`src/rtl/mailbox_pkg.sv`:
```
// mailbox_pkg: register map, status bits, data-phase states and AHB encodings for the mailbox slave
package mailbox_pkg;
  localparam logic [3:0] OFF_START   = 4'h0;
  localparam logic [3:0] OFF_FINISH  = 4'h4;
  localparam logic [3:0] OFF_STATUS  = 4'h8;
  localparam logic [3:0] OFF_SCRATCH = 4'hC;
  localparam int ST_ARMED = 0;
  localparam int ST_DONE  = 1;
  localparam int ST_IRQ   = 2;
  localparam logic [31:0] DEF_START_CODE  = 32'h0102_0304;
  localparam logic [31:0] DEF_FINISH_CODE = 32'h0403_0201;
  localparam logic [1:0] HTRANS_NONSEQ = 2'b10;
  localparam logic [1:0] HTRANS_SEQ    = 2'b11;
  localparam logic [2:0] HSIZE_BYTE = 3'd0;
  localparam logic [2:0] HSIZE_HALF = 3'd1;
  localparam logic [2:0] HSIZE_WORD = 3'd2;
  typedef enum logic [2:0] {S_IDLE, S_WAIT, S_RESP, S_ERR1, S_ERR2} state_e;
endpackage

```
`src/rtl/ahb_byte_lane_merge.sv`:
```
// ahb_byte_lane_merge: overlays little-endian write lanes chosen by hsize/addr onto the old register word
module ahb_byte_lane_merge
  import mailbox_pkg::*;
(
  input  logic [31:0] old_i,
  input  logic [31:0] wdata_i,
  input  logic [2:0]  size_i,
  input  logic [1:0]  addr_i,
  output logic [31:0] merged_o
);
  logic [3:0] be;
  // misaligned half/word accesses fall back to their aligned lanes
  always_comb begin
    be = size_i == HSIZE_WORD ? 4'b1111 :
         size_i == HSIZE_HALF ? (addr_i[1] ? 4'b1100 : 4'b0011) :
         size_i == HSIZE_BYTE ? 4'b0001 << addr_i : 4'b1111;
    for (int i = 0; i < 4; i++) merged_o[8*i +: 8] = be[i] ? wdata_i[8*i +: 8] : old_i[8*i +: 8];
  end
endmodule

```
`src/rtl/ahb_mailbox_slave.sv`:
```
// ahb_mailbox_slave: AHB-Lite start/finish mailbox; define MAILBOX_ERR_RESP_EN for ERROR responses outside the window
module ahb_mailbox_slave
  import mailbox_pkg::*;
#(
  parameter logic [31:0] BASE_ADDR   = 32'h5000_0000,
  parameter int          WAIT_STATES = 0,
  parameter logic [31:0] START_CODE  = DEF_START_CODE,
  parameter logic [31:0] FINISH_CODE = DEF_FINISH_CODE
) (
  input  logic        clk,
  input  logic        reset,
  input  logic        AHB_INTERFACE_0_sel,
  input  logic [31:0] AHB_INTERFACE_0_haddr,
  input  logic [1:0]  AHB_INTERFACE_0_htrans,
  input  logic        AHB_INTERFACE_0_hwrite,
  input  logic [2:0]  AHB_INTERFACE_0_hsize,
  input  logic [2:0]  AHB_INTERFACE_0_hburst,
  input  logic [3:0]  AHB_INTERFACE_0_hprot,
  input  logic [31:0] AHB_INTERFACE_0_hwdata,
  input  logic        AHB_INTERFACE_0_hready_in,
  output logic        AHB_INTERFACE_0_hready_out,
  output logic        AHB_INTERFACE_0_hresp,
  output logic [31:0] AHB_INTERFACE_0_hrdata,
  input  logic        host_start_wr,
  input  logic [31:0] host_start_data,
  input  logic        host_finish_clr,
  output logic [31:0] finish_value,
  output logic        done,
  output logic        irq
);
  state_e      state_q, state_d;
  logic [2:0]  cnt_q, cnt_d, size_q;
  logic [3:0]  addr_q, cur_addr;
  logic        write_q, in_q, irq_q, irq_d, done_q;
  logic [31:0] start_q, start_d, finish_q, finish_d, scratch_q, scratch_d, hrdata_q, hrdata_d;
  logic [31:0] status, rd_val, old_word, merged;
  logic        acc, in_win, cur_in, cur_write, rd_fire, rd_clr, wr_fire, unused_ok;
  assign unused_ok = ^{AHB_INTERFACE_0_hburst, AHB_INTERFACE_0_hprot};
  assign in_win = AHB_INTERFACE_0_haddr[31:4] == BASE_ADDR[31:4];
  assign acc = AHB_INTERFACE_0_sel && AHB_INTERFACE_0_hready_in &&
               (AHB_INTERFACE_0_htrans == HTRANS_NONSEQ || AHB_INTERFACE_0_htrans == HTRANS_SEQ) &&
               (state_q == S_IDLE || state_q == S_RESP || state_q == S_ERR2);
  // data-phase sequencing: optional wait countdown, then RESP; back-to-back accepts re-enter directly
  always_comb begin
    state_d = state_q;
    cnt_d = cnt_q;
    unique case (state_q)
      S_WAIT: begin
        cnt_d = cnt_q - 3'd1;
        if (cnt_q == 3'd0) state_d = S_RESP;
      end
`ifdef MAILBOX_ERR_RESP_EN
      S_ERR1: state_d = S_ERR2;
`endif
      default: begin
        state_d = S_IDLE;
`ifdef MAILBOX_ERR_RESP_EN
        if (acc && !in_win) state_d = S_ERR1;
        else
`endif
        if (acc) begin
          state_d = WAIT_STATES == 0 ? S_RESP : S_WAIT;
          cnt_d = 3'(WAIT_STATES - 1);
        end
      end
    endcase
  end
  // the read that lands in RESP uses the live address phase when zero-wait, else the latched one
  always_comb begin
    cur_addr = state_q == S_WAIT ? addr_q : AHB_INTERFACE_0_haddr[3:0];
    cur_in = state_q == S_WAIT ? in_q : in_win;
    cur_write = state_q == S_WAIT ? write_q : AHB_INTERFACE_0_hwrite;
    status = '0;
    status[ST_ARMED] = start_q == START_CODE;
    status[ST_DONE] = done;
    status[ST_IRQ] = irq_q;
    rd_val = !cur_in ? '0 :
             cur_addr[3:2] == OFF_START[3:2]  ? start_q :
             cur_addr[3:2] == OFF_FINISH[3:2] ? finish_q :
             cur_addr[3:2] == OFF_STATUS[3:2] ? status : scratch_q;
    rd_fire = state_d == S_RESP && !cur_write;
    rd_clr = rd_fire && cur_in && cur_addr[3:2] == OFF_START[3:2] && start_q == START_CODE;
    wr_fire = state_q == S_RESP && write_q && in_q;
    old_word = addr_q[3:2] == OFF_START[3:2]  ? start_q :
               addr_q[3:2] == OFF_FINISH[3:2] ? finish_q : scratch_q;
  end
  ahb_byte_lane_merge u_merge (
    .old_i    (old_word),
    .wdata_i  (AHB_INTERFACE_0_hwdata),
    .size_i   (size_q),
    .addr_i   (addr_q[1:0]),
    .merged_o (merged)
  );
  // register next values with host/AHB/read-clear priorities resolved
  always_comb begin
    start_d = host_start_wr ? host_start_data :
              wr_fire && addr_q[3:2] == OFF_START[3:2] ? merged :
              rd_clr ? '0 : start_q;
    finish_d = wr_fire && addr_q[3:2] == OFF_FINISH[3:2] ? merged :
               host_finish_clr ? '0 : finish_q;
    scratch_d = wr_fire && addr_q[3:2] == OFF_SCRATCH[3:2] ? merged : scratch_q;
    irq_d = done && !done_q ? 1'b1 : host_finish_clr ? 1'b0 : irq_q;
    hrdata_d = rd_fire ? rd_val : hrdata_q;
  end
  // FSM and address-phase capture
  always_ff @(posedge clk) begin
    if (reset) begin
      state_q <= S_IDLE;
      cnt_q <= '0;
      addr_q <= '0;
      size_q <= '0;
      write_q <= 1'b0;
      in_q <= 1'b0;
    end else begin
      state_q <= state_d;
      cnt_q <= cnt_d;
      if (acc) begin
        addr_q <= AHB_INTERFACE_0_haddr[3:0];
        size_q <= AHB_INTERFACE_0_hsize;
        write_q <= AHB_INTERFACE_0_hwrite;
        in_q <= in_win;
      end
    end
  end
  // mailbox registers, read data and interrupt edge tracking
  always_ff @(posedge clk) begin
    if (reset) begin
      start_q <= '0;
      finish_q <= '0;
      scratch_q <= '0;
      hrdata_q <= '0;
      irq_q <= 1'b0;
      done_q <= 1'b0;
    end else begin
      start_q <= start_d;
      finish_q <= finish_d;
      scratch_q <= scratch_d;
      hrdata_q <= hrdata_d;
      irq_q <= irq_d;
      done_q <= done;
    end
  end
  assign done = finish_q == FINISH_CODE;
  assign irq = irq_q;
  assign finish_value = finish_q;
  assign AHB_INTERFACE_0_hrdata = hrdata_q;
  assign AHB_INTERFACE_0_hready_out = !(state_q == S_WAIT || state_q == S_ERR1);
`ifdef MAILBOX_ERR_RESP_EN
  assign AHB_INTERFACE_0_hresp = state_q == S_ERR1 || state_q == S_ERR2;
`else
  assign AHB_INTERFACE_0_hresp = 1'b0;
`endif
endmodule

```
`config.mk`:
```
export PLATFORM = sky130hd
export DESIGN_NAME = ahb_mailbox_slave
export DESIGN_NICKNAME = d
export VERILOG_FILES = /design/src/rtl/mailbox_pkg.sv /design/src/rtl/ahb_byte_lane_merge.sv /design/src/rtl/ahb_mailbox_slave.sv
export SDC_FILE = /design/constraint.sdc
export NUM_CORES = 1
export LEC_CHECK = 0
export ABC_AREA = 1
export CORE_MARGIN = 5
export CORE_UTILIZATION = 45
export CTS_CLUSTER_SIZE = 40
export DETAILED_ROUTE_END_ITERATION = 16
export PLACE_DENSITY = 0.77
export SYNTH_ARGS = -nofsm -noshare
export SYNTH_HDL_FRONTEND = slang
export SYNTH_SLANG_ARGS = --single-unit
```
`constraint.sdc`:
```
create_clock -name clk -period 4.8 [get_ports clk]
set_input_delay 0.72 -clock clk [delete_from_list [all_inputs] [get_ports clk]]
set_output_delay 0.72 -clock clk [all_outputs]
set_load 0.1 [all_outputs]
```
---- Word-level counts from Yosys, hierarchy flattened ----
Cells that the tools add are included.
storage, ports and cells
  register bits ........................... 145
  bits of input ports ..................... 115
  output and inout bits ................... 68
  logic and storage cells ................. 88
operators by class
  $add $sub $neg .......................... 1
  equality and inequality tests ........... 16
  shifts and indexed selects .............. 1
  multiplexer cells ....................... 29
  reduce and logical (&&, ||, !) cells .... 29
operators with widths
  operator                                                number
  2-to-1 mux 32 bit                                       11
  equality test 32 x 25 -> 1 bit (second input constant)  1
  equality test 32 x 27 -> 1 bit (second input constant)  1
  2-to-1 mux 8 bit                                        4
  equality test 28 x 27 -> 1 bit (second input constant)  1
  2-to-1 mux 4 bit                                        5
  logical AND 1 bit                                       13
  equality test 3 x 2 -> 1 bit (second input constant)    4
  2-to-1 mux 3 bit                                        4
  logical NOT 3 bit                                       3
  equality test 2 bit (second input constant)             4
  equality test 3 x 1 -> 1 bit (second input constant)    2
  nonzero test 2 bit                                      3
  equality test 2 x 1 -> 1 bit (second input constant)    2
  logical NOT 2 bit                                       2
  logical OR 1 bit                                        4
  2-to-1 mux 1 bit                                        4
  << shifter 1 x 2 -> 4 bit (first input constant)        1
  equality test 3 bit (second input constant)             1
  logical NOT 1 bit                                       3
  nonzero test 3 bit                                      1
  subtractor 3 x 1 -> 3 bit (second input constant)       1
  2-to-1 mux 2 bit                                        1

---- Depth between registers and ports, before layout ----
  word-level depth ........................ 14
  gate-level depth with buffers ........... 12

---- By module ----
Synthesis repeated with hierarchy kept, for this count alone.
unflattened totals
  cell total of the unflattened synthesis .. 1244
  area total of the unflattened synthesis .. 8022.7 um2
modules (own cells, without submodules)
  module               times used  cells each  area an instance (um2)  sequential area each (um2)
  ahb_mailbox_slave    1           1120        7402.1                  2902.8
  ahb_byte_lane_merge  1           124         620.6                   0.0

---- Worst setup path before layout ----
No wires, ideal clock.
  path type ............................... register to output
  start ................................... register finish_q[26], in the netlist finish_value[26]
  end ..................................... output done
  arrival time ............................ 2.611 ns
  setup slack ............................. 1.469 ns
  stages on the path, launching flop included .. 5
  path through ............................ dfxtp_1 > nand3_1 > nor2_1 > nand2_1 > nor2_1
on the way
  cells in the longest elaborated chain, start to end .. 1
ends and longest elaborated chain
  what                            RTL line                  source
  from (decl)                     ahb_mailbox_slave.sv:35   logic [31:0] start_q, start_d, finish_q, finish_d, scratch_q, scratch_d, hrdata_q, hrdata_d;
  from (signal assigned)          ahb_mailbox_slave.sv:136  finish_q <= finish_d;
  equality test 32 x 27 -> 1 bit  ahb_mailbox_slave.sv:143  assign done = finish_q == FINISH_CODE;
  to (decl)                       ahb_mailbox_slave.sv:28   output logic done,
Every way passes these cells.

---- Worst setup path after layout ----
  start ................................... register finish_q[12], in the netlist finish_value[12]
  end ..................................... output done
The elaborated chain is that of the path after synthesis.

==> results.md <==
- Worst setup path endpoint: done
- TritonCTS clock tree: done
- Power per cell area: 298 nW/um2
- DRC violations left: 0
- Maximum clock frequency: 0.292 GHz
- Full die area: 21000 um2
- Area share of the largest cell type after synthesis: 0.354
- Final nets: 1613
- Count of nets left with antenna violations after detail routing: 0
- Relative contribution of sequential cells to total power: 0.391
- Number of clock buffers inserted by TritonCTS: 17
- Ys flop type: sky130_fd_sc_hd__dfxtp_1
- Crit-path leading delay family: buffers and inverters
- First-iteration detailed-routing DRC count: 960
- Type of element launching the critical path: flip-flop
- Logic gate share of total power: 0.143
- Initial Utilization: 0.457
- Later-pin clock latency in the skew report: around 0.43 ns
- Detailed-route via count: 9239
- Setup-violating endpoint count in the final report: 0
- Worst setup path category: reg2out
- Mapped Area: 8200 um2
- Routed WL per cell: 15.8 um
- R2R setup slack: 1.98 ns
- Final weighted congestion in routability-driven placement: ~0.84
- Post-synth top cells: sky130_fd_sc_hd__nand2_1 (418), sky130_fd_sc_hd__nor2_1 (166), sky130_fd_sc_hd__dfxtp_1 (145), sky130_fd_sc_hd__inv_1 (145), sky130_fd_sc_hd__a21oi_1 (139)
- Antenna Diode Count: 0
- Mean area per synthesized cell: 6.00 um2
- Final standard cell area without fillers: 10700 um2
- I/O Buffers: 173
- Pin slew with the least headroom to its limit: 1.18 ns
- NetSw: 0.000820 W
- Number of failing hold endpoints at the final stage: 0
- Switching part of the total: 0.258
- Clock-pin slew on the worst setup and hold paths: 0.06 ns
- Reported leakage power: around 4.5 nW
- Slew Limit Fails: 0
- Critical path capture point type: primary output
- Yosys warns: 0
- Total Wirelength: between 20 and 30 mm
- Number of iterations in the first detailed-routing pass: 6
- Synth Register Bits: between 100 and 150
- Floorplan Core Area: approximately 18000 um2
- Dominant cell type by area after synthesis: sky130_fd_sc_hd__dfxtp_1
- Count of flip-flops with a built-in enable after synthesis: 0
- Clock Root Buffer: sky130_fd_sc_hd__clkbuf_16
- Io pins: 183
- Number of distinct library cell variants in the gate-level netlist after synthesis: 31
- Buffers inserted by post-CTS timing repair: 0
- Final worst path period need: 3.42 ns
- Hold path start: done_q$_SDFF_PP0_
- Vias in the first global route: 8572
- Overall track demand over capacity in global routing: 0.252
- Most common cell in the netlist: sky130_fd_sc_hd__nand2_1
- Syn-to-layout area delta: 29.9%
- Critical Path Most Common Cell: sky130_fd_sc_hd__nor2_1
- Maximum vdd ir drop: around 260 uV
- Count of H-tree levels built during CTS: 4
- Number of max-capacitance violations reported: 0
- Number of buffers and inverters on the critical path: 1
- Critical-path maximum fanout: 5
- Worst Hold Class: reg2reg
- Setup Skew: 0.00946 ns
- Largest cells by area after synthesis: sky130_fd_sc_hd__dfxtp_1 (35%), sky130_fd_sc_hd__nand2_1 (19%), sky130_fd_sc_hd__a21oi_1 (8.5%)
- CP max-delay cell: sky130_fd_sc_hd__clkdlybuf4s50_1
- Number of antenna violations at the first check in global routing: 0
- Data arrival, critical path: 2.70 ns
- Ratio of routed vias to standard cells: 5.32
- Fin Setup TNS: 0 ns
- Instance count on the critical path: 6
- Outcome: completed
- Share of total power in the clock network: 0.466
- Die X: 145 um
- Internal power summed over all cells: 0.00235 W
- Critical-path cell list: nor2_1 -> nand3_1 -> nor2_1 -> nand2_1 -> nor2_1 -> clkdlybuf4s50_1
- Gate count after technology mapping: 1368
- Share of post-route cells with drive strength above 1: 0.0504
- Largest stage delay on the critical path: between 1 and 1.5 ns
- Total overflow reported by the global router: 0
- Clock sink count: between 100 and 150
- Area of placed instances: approximately 10000 um2
- Register area share after synthesis: 0.354
- Share of async-settable or async-resettable flops after synthesis: 0
- Source of the critical timing path: finish_value[12]$_SDFFE_PP0P_
- Pin count of the biggest net entering global routing: 66
- First-pass GRT wire length: 44.0 mm
- Final HPWL DP: ~18 mm
- Reg2reg end: AHB_INTERFACE_0_hrdata[31]$_SDFFE_PP0P_
- Relative max-transition margin: 0.209
- Post-CTS sizing: 0
- Maximum buffer depth of the clock tree: 2
- Row count: 49
- R2R cell count: 10
- Setup repair after global routing missed its margin: false
- Crit share post-route: 0.713
- Launch instance of the worst register-to-register path: state_q[0]$_SDFF_PP0_
- Die H: 145 um
- Required time worst endpoint: 4.08 ns
- Hold buffer count at CTS: 0
==> cells by family (layout without fill, tap and decap cells) <==
logic type	count (synthesis)	count (layout)	share of synthesized area
AO/OA/AOI/OAI	272	272	0.175
AND/OR/NAND/NOR	721	721	0.360
adder cells (fa/ha/maj)	2	2	0.00305
buffers and inverters	227	366	0.108
flip-flops	145	145	0.354
other	1	2	0.000457
==> placed cells by master (no fill, tap or decap), types with 14 or more instances in the layout <==
master	n
sky130_fd_sc_hd__o21ai_0	86
sky130_fd_sc_hd__clkdlybuf4s50_1	172
sky130_fd_sc_hd__nand2_1	418
sky130_fd_sc_hd__and2_1	24
sky130_fd_sc_hd__buf_4	14
sky130_fd_sc_hd__inv_1	145
sky130_fd_sc_hd__nand3_1	83
sky130_fd_sc_hd__or2_2	17
sky130_fd_sc_hd__o21ai_1	17
sky130_fd_sc_hd__clkbuf_16	17
sky130_fd_sc_hd__nor2_1	163
sky130_fd_sc_hd__dfxtp_1	145
sky130_fd_sc_hd__a21oi_1	139
==> metal layers <==
metal  GRT usage  share of wire  vias to the layer above
met5           0              0                        -
met1       0.344           0.43                     4141
met4      0.0753          0.021                        0
li1            -              -                     4575
met2       0.401           0.46                      470
met3      0.0555          0.091                       53
==> final cells by class <==
cell class	instances	area (um2)
inverter	149	559
timing repair buffer	186	1830
sequential	145	2900
fill	1763	7310
clock inverter	11	185
clock buffer	20	457
multi-input combinational	997	4440
tap	229	287
==> flip-flops by register name, indices dropped and copies added (netlist names) <==
signal	flops
irq	1
AHB_INTERFACE_0_hrdata	32
cnt_q	3
finish_value	32
state_q	3
scratch_q	32
start_q	32
write_q	1
size_q	3
done_q	1
in_q	1
addr_q	4
==> power by group through the flow <==
| stage | Combinational, W | Sequential (W) | Clock (W) |
|---|---|---|---|
| floorplan | 0.000274 | 0.00126 | 0 |
| global placement | 0.000438 | 0.00127 | 0 |
| detailed placement | 0.000444 | 0.00127 | 0 |
| CTS | 0.000447 | 0.00124 | 0.00149 |
| global route | 0.000500 | 0.00124 | 0.00155 |
| finish | 0.000452 | 0.00124 | 0.00148 |
==> worst min-delay path by stage <==
stage / endpoint / slack (ns) / cells past startpoint
3_3_place_gp: irq$_SDFFE_PP0P_ / 0.41 / 1
6_report: irq$_SDFFE_PP0P_ / 0.43 / 1
4_1_cts: irq$_SDFFE_PP0P_ / 0.44 / 1
5_1_grt: irq$_SDFFE_PP0P_ / 0.45 / 1
2_1_floorplan: irq$_SDFFE_PP0P_ / 0.40 / 1
3_5_place_dp: irq$_SDFFE_PP0P_ / 0.43 / 1
==> through the flow <==
stage | util | std cells | setup slack (ns) | total power, W | hold slack (ns)
finish | 0.593 | 1737 | 1.38 | 0.00317 | 0.435
global route | 0.593 | 1737 | 1.25 | 0.00329 | 0.455
CTS | 0.593 | 1737 | 1.35 | 0.00317 | 0.440
detailed placement | 0.558 | 1706 | 1.46 | 0.00171 | 0.432
global placement | 0.558 | 1706 | 1.52 | 0.00170 | 0.408
floorplan | - | 1369 | 1.47 | 0.00154 | 0.404
Note: power is estimated with default switching activity, not from simulation.
